===== src/rtl/insn_fetch_sequencer.sv =====
// Purpose: fetch/sequencing stage that owns the PC and steps each instruction through FETCH, DECODE, EXEC and WB.
// Latency: 4 cycles minimum per instruction (one FETCH cycle with an immediate mem_ready), plus memory wait and stall cycles.
// Backpressure: stall holds the instruction in DECODE; a fetch gives up after TIMEOUT cycles without mem_ready.
module insn_fetch_sequencer #(
    parameter logic [31:0] RESET_PC = 32'h0000_0000,
    parameter int          TIMEOUT  = 16,
    parameter logic [31:0] NOP_INSN = 32'h0000_0013
) (
    input  logic        CLK,
    input  logic        RST_N,
    input  logic [31:0] mem_rdata,
    input  logic        mem_ready,
    output logic        mem_req,
    output logic [31:0] mem_addr,
    input  logic        pc_next_sel,
    input  logic [31:0] pc_target,
    input  logic        stall,
    output logic [31:0] INSN,
    output logic        insn_valid,
    output logic        exec_en,
    output logic [31:0] PC,
    output logic [1:0]  state,
    output logic        fetch_err
);

    typedef enum logic [1:0] {
        ST_FETCH  = 2'd0,
        ST_DECODE = 2'd1,
        ST_EXEC   = 2'd2,
        ST_WB     = 2'd3
    } state_t;

    // Last FETCH cycle index before the fetch is abandoned.
    localparam logic [7:0] CNT_LIMIT = 8'(TIMEOUT - 1);

    state_t      state_q, state_d;
    logic [7:0]  cnt_q, cnt_d;
    logic [31:0] pc_q, pc_d;
    logic [31:0] insn_q, insn_d;
    logic        err_q, err_d;
    // Low for the first cycle out of reset so mem_req only rises after the first edge.
    logic        run_q;

    // Sequencer state registers; reset also kills exec_en immediately via state_q.
    always_ff @(posedge CLK or negedge RST_N) begin
        if (!RST_N) begin
            state_q <= ST_FETCH;
            cnt_q   <= 8'd0;
            pc_q    <= RESET_PC;
            insn_q  <= NOP_INSN;
            err_q   <= 1'b0;
            run_q   <= 1'b0;
        end else begin
            state_q <= state_d;
            cnt_q   <= cnt_d;
            pc_q    <= pc_d;
            insn_q  <= insn_d;
            err_q   <= err_d;
            run_q   <= 1'b1;
        end
    end

    // Next-state, timeout counting, instruction capture and PC selection.
    always_comb begin
        state_d = state_q;
        cnt_d   = cnt_q;
        pc_d    = pc_q;
        insn_d  = insn_q;
        err_d   = err_q;
        unique case (state_q)
            ST_FETCH: begin
                if (run_q) begin
                    if (mem_ready) begin
                        // A response on the limit cycle still wins over the timeout.
                        insn_d  = mem_rdata;
                        cnt_d   = 8'd0;
                        state_d = ST_DECODE;
                    end else if (cnt_q == CNT_LIMIT) begin
                        insn_d  = NOP_INSN;
                        err_d   = 1'b1;
                        cnt_d   = 8'd0;
                        state_d = ST_DECODE;
                    end else begin
                        cnt_d = cnt_q + 8'd1;
                    end
                end
            end
            ST_DECODE: begin
                if (!stall) begin
                    state_d = ST_EXEC;
                end
            end
            ST_EXEC: begin
                state_d = ST_WB;
            end
            ST_WB: begin
                if (pc_next_sel) begin
                    // Misaligned targets are forced to word alignment and flagged.
                    pc_d = pc_target & ~32'h3;
                    if (pc_target[1:0] != 2'b00) begin
                        err_d = 1'b1;
                    end
                end else begin
                    pc_d = pc_q + 32'd4;
                end
                state_d = ST_FETCH;
            end
            default: begin
                state_d = ST_FETCH;
            end
        endcase
    end

    assign mem_req    = (state_q == ST_FETCH) && run_q;
    assign mem_addr   = pc_q;
    assign PC         = pc_q;
    assign INSN       = insn_q;
    assign insn_valid = (state_q != ST_FETCH);
    assign exec_en    = (state_q == ST_EXEC);
    assign state      = state_q;
    assign fetch_err  = err_q;

endmodule


===== config.mk =====
export PLATFORM = sky130hd
export DESIGN_NAME = insn_fetch_sequencer
export DESIGN_NICKNAME = d
export VERILOG_FILES = /design/src/rtl/insn_fetch_sequencer.sv
export SDC_FILE = /design/constraint.sdc
export NUM_CORES = 1
export LEC_CHECK = 0
export BUFFER_PORTS_ARGS = -buffer_cell sky130_fd_sc_hd__buf_4
export CAP_MARGIN = 20
export CORE_ASPECT_RATIO = 0.9
export CORE_MARGIN = 1
export CORE_UTILIZATION = 52
export DETAILED_ROUTE_END_ITERATION = 10
export PLACE_DENSITY = 0.84
export SETUP_SLACK_MARGIN = 0.1
export SKIP_CTS_REPAIR_TIMING = 1
export SLEW_MARGIN = 0
export SYNTH_ARGS = -nofsm -noshare
export SYNTH_HDL_FRONTEND = slang
export SYNTH_SLANG_ARGS = --single-unit

===== constraint.sdc =====
create_clock -name CLK -period 4.7 [get_ports CLK]
set_clock_uncertainty 0.2 [all_clocks]
set_input_delay 0.235 -clock CLK [delete_from_list [all_inputs] [get_ports CLK]]
set_output_delay 0.235 -clock CLK [all_outputs]
set_load 0.01 [all_outputs]

==> results.cfg <==
[clocking]
clk_path_buf_depth = 2
cts_max_level = 3
clock_sinks = 74
clk_latency_ns = 0.35
path_clk_slew_ns = 0.09
cts_tree = yes
cts_root_buf = clkbuf_8
cts_made_buffers = 9

[power]
ir_worst_vdd_uv = 349
powerDensity_mw_per_mm2 = 595
p_leak_nw = 2.70
report.power.total_mw = 3.38

[die]
coreArea_mm2 = 0.00722
pin_count = 171
dieArea_mm2 = 0.00799
fp.dieW_um = 94.1
dieHeight_um = 84.9
start_util_pct = 55.0
fp-row-count = 29

[critical_path]
rrSetupSlack_ns = 2.01
worstSetupPathType = flip-flop to flip-flop
reg2reg_depth = 4
critPathMaxFanout = 29
rr_endpoint = INSN[23]
cp.required_ns = 4.73
setup.worst_path.end_class = flip-flop
cp-start-kind = flip-flop
cp.arrival_ns = 2.72
r2r-start = cnt_q[5]

[global_route]
grt_pass1_wl_um = 16200
antenna_found_initial = 0
grt_overflow = 0
grt_max_degree = 75
grt_pass1_vias = 3331
grt_util_all_layers_pct = 26.3

[drt]
wl_met3_um = 876
vias = 3911
drtIter0Drc = 237
route.antenna.remaining_nets = 0
wirelength_um = 11100
wl_met2_um = 5550
drt-pass1-iter-count = 5
wl_per_cell_um = 16.5
vias_per_cell = 5.79
highest_layer = met4
post-route-drc-count = 0
drt-met1-wl_um = 4560

[hold_path]
hp-start = pc_target[10]
whs_path_depth = 4
holdPathEnd = PC[10]
hold_path.class = primary input to flip-flop

[cells_and_area]
nNetsFinal = 653
postLayoutCoreUtil_pct = 78.6
layout-drive-gt1-share_pct = 34.5
fill_cells = 465
area_growth_pct = 43.0
n_antenna_cell = 0

[synthesis]
avgSynthCellArea_um2 = 9.75
synth_area_mm2 = 0.00397
netlist_instances = 407
async_flop_share_pct = 100
ys_seq_area_share_pct = 46.8
ys_seq_elements = 74
synthFlopType = dfrtp_1
yosys_warnings = 0
synth_cell_types = 65
synth_edf_count = 0

[sta]
period_needed_ns = 2.69
setup_ws_ns = 2.01
setup_viol = 0
setup_tns_ns = 0
final_hold_viol_count = 0
finalCritPeriodShare_pct = 57.2
relSlewSlack_pct = 36.9
fmax_ghz = 0.372
tightestPinTransition_ns = 0.944
rsz0062_at_grt = no
slew_violations = 0

[run]
maxCapViolCount = 0

[status]
status = finished, final reports clean

[place]
dp_slack_ns = 2.09
dp_hpwl_um = 7280
portBuffers = 166
routabilityCongestion = 0.894
-- cell usage in the layout, fill, tap and decap left out, types with 6 or more instances in the layout --
cell type	netlist	layout
a21oi_1	18	18
a22o_1	39	39
buf_4	34	167
clkbuf_8	0	10
dfrtp_1	71	71
dlygate4sd3_1	0	47
ha_1	6	6
inv_1	8	8
nand2_1	37	37
nand3_1	14	14
nand4_1	6	6
nor2_1	30	29
nor3_1	7	7
o21ai_0	16	16
-- layout make-up --
cell class                 instances  area [µm²]  area share, %
timing repair buffer             215        1740           30.7
sequential                        74        1860           32.7
inverter                           9        33.8          0.595
clock buffer                      10         138           2.43
multi-input combinational        269        1740           30.7
clock inverter                     6        50.0          0.882
tap                               93         116           2.05
-- worst max-delay path: stages (launching register included) --
cell and delay [ns]:
dfrtp_1 0.42, or3_1 0.42, o21ai_1 0.41, nand2_1 0.66, a22o_1 0.46
-- power breakdown --
part           leakage [nW]  internal [mW]  switching (mW)
Combinational          1.74          0.877           0.762
Sequential            0.876          0.934           0.343
Clock                0.0891          0.210           0.251
Total                  2.70           2.02            1.36
-- logic make-up (layout without fill, tap and decap cells) --
logic type	after synthesis	in the layout	share of synthesized area, %
multiplexers	7	7	1.83
XOR/XNOR	2	2	0.441
flip-flops	74	74	46.8
AO/OA/AOI/OAI	120	120	22.6
buffers and inverters	67	240	9.71
other	2	5	0.189
adder cells (fa/ha/maj)	6	6	1.89
AND/OR/NAND/NOR	129	129	16.6
-- worst max path at each step --
stage                     startpoint        to  cells after the start
after CTS                   cnt_q[5]  INSN[23]                      4
final                       cnt_q[5]  INSN[23]                      4
after floorplan                PC[2]    PC[21]                      6
after global placement      cnt_q[5]  INSN[22]                      4
after global routing        state[0]   INSN[7]                      6
after detailed placement    cnt_q[5]  INSN[23]                      4
-- cells in the mapped netlist (3+ instances only) --
| cell | count | area [µm²] |
|---|---|---|
| o21ai_0 | 16 | 80.1 |
| and2_1 | 3 | 18.8 |
| nor2_1 | 30 | 113 |
| or3_1 | 3 | 18.8 |
| nand4_1 | 6 | 37.5 |
| buf_4 | 34 | 255 |
| a22o_1 | 39 | 342 |
| and4_1 | 4 | 35.0 |
| o22ai_1 | 3 | 18.8 |
| dfstp_2 | 3 | 78.8 |
| nor3_1 | 7 | 35.0 |
| clkbuf_1 | 21 | 78.8 |
| mux2i_1 | 5 | 50.1 |
| dfrtp_1 | 71 | 1780 |
| a31oi_1 | 5 | 31.3 |
| and3_1 | 5 | 31.3 |
| o41ai_1 | 4 | 35.0 |
| a21oi_1 | 18 | 90.1 |
| inv_1 | 8 | 30.0 |
| a211o_1 | 3 | 26.3 |
| ha_1 | 6 | 75.1 |
| nor4_1 | 4 | 25.0 |
| nand2_1 | 37 | 139 |
| o22a_1 | 4 | 35.0 |
| nand3_1 | 14 | 70.1 |
-- metrics by stage --
stage	cells	hold slack, ns	instance area, µm²
final	676	0.000351	5670
after global routing	676	0.00789	5670
after CTS	628	-0.151	5190
after detailed placement	612	0.227	5000
after global placement	612	0.220	5000
after floorplan	410	-0.261	3980
-- layer usage --
metal / track usage (%) / vias up
li1: - / 1806
met1: 35.8 / 1877
met2: 41.1 / 211
met3: 7.53 / 17
met4: 7.27 / 0
met5: 0 / -
-- state kept, by name (all words and copies together) (netlist names) --
signal,cells
INSN,32
PC,30
cnt_q,8
fetch_err,1
run_q,1
state,2
Note: power is estimated with default switching activity, not from simulation.
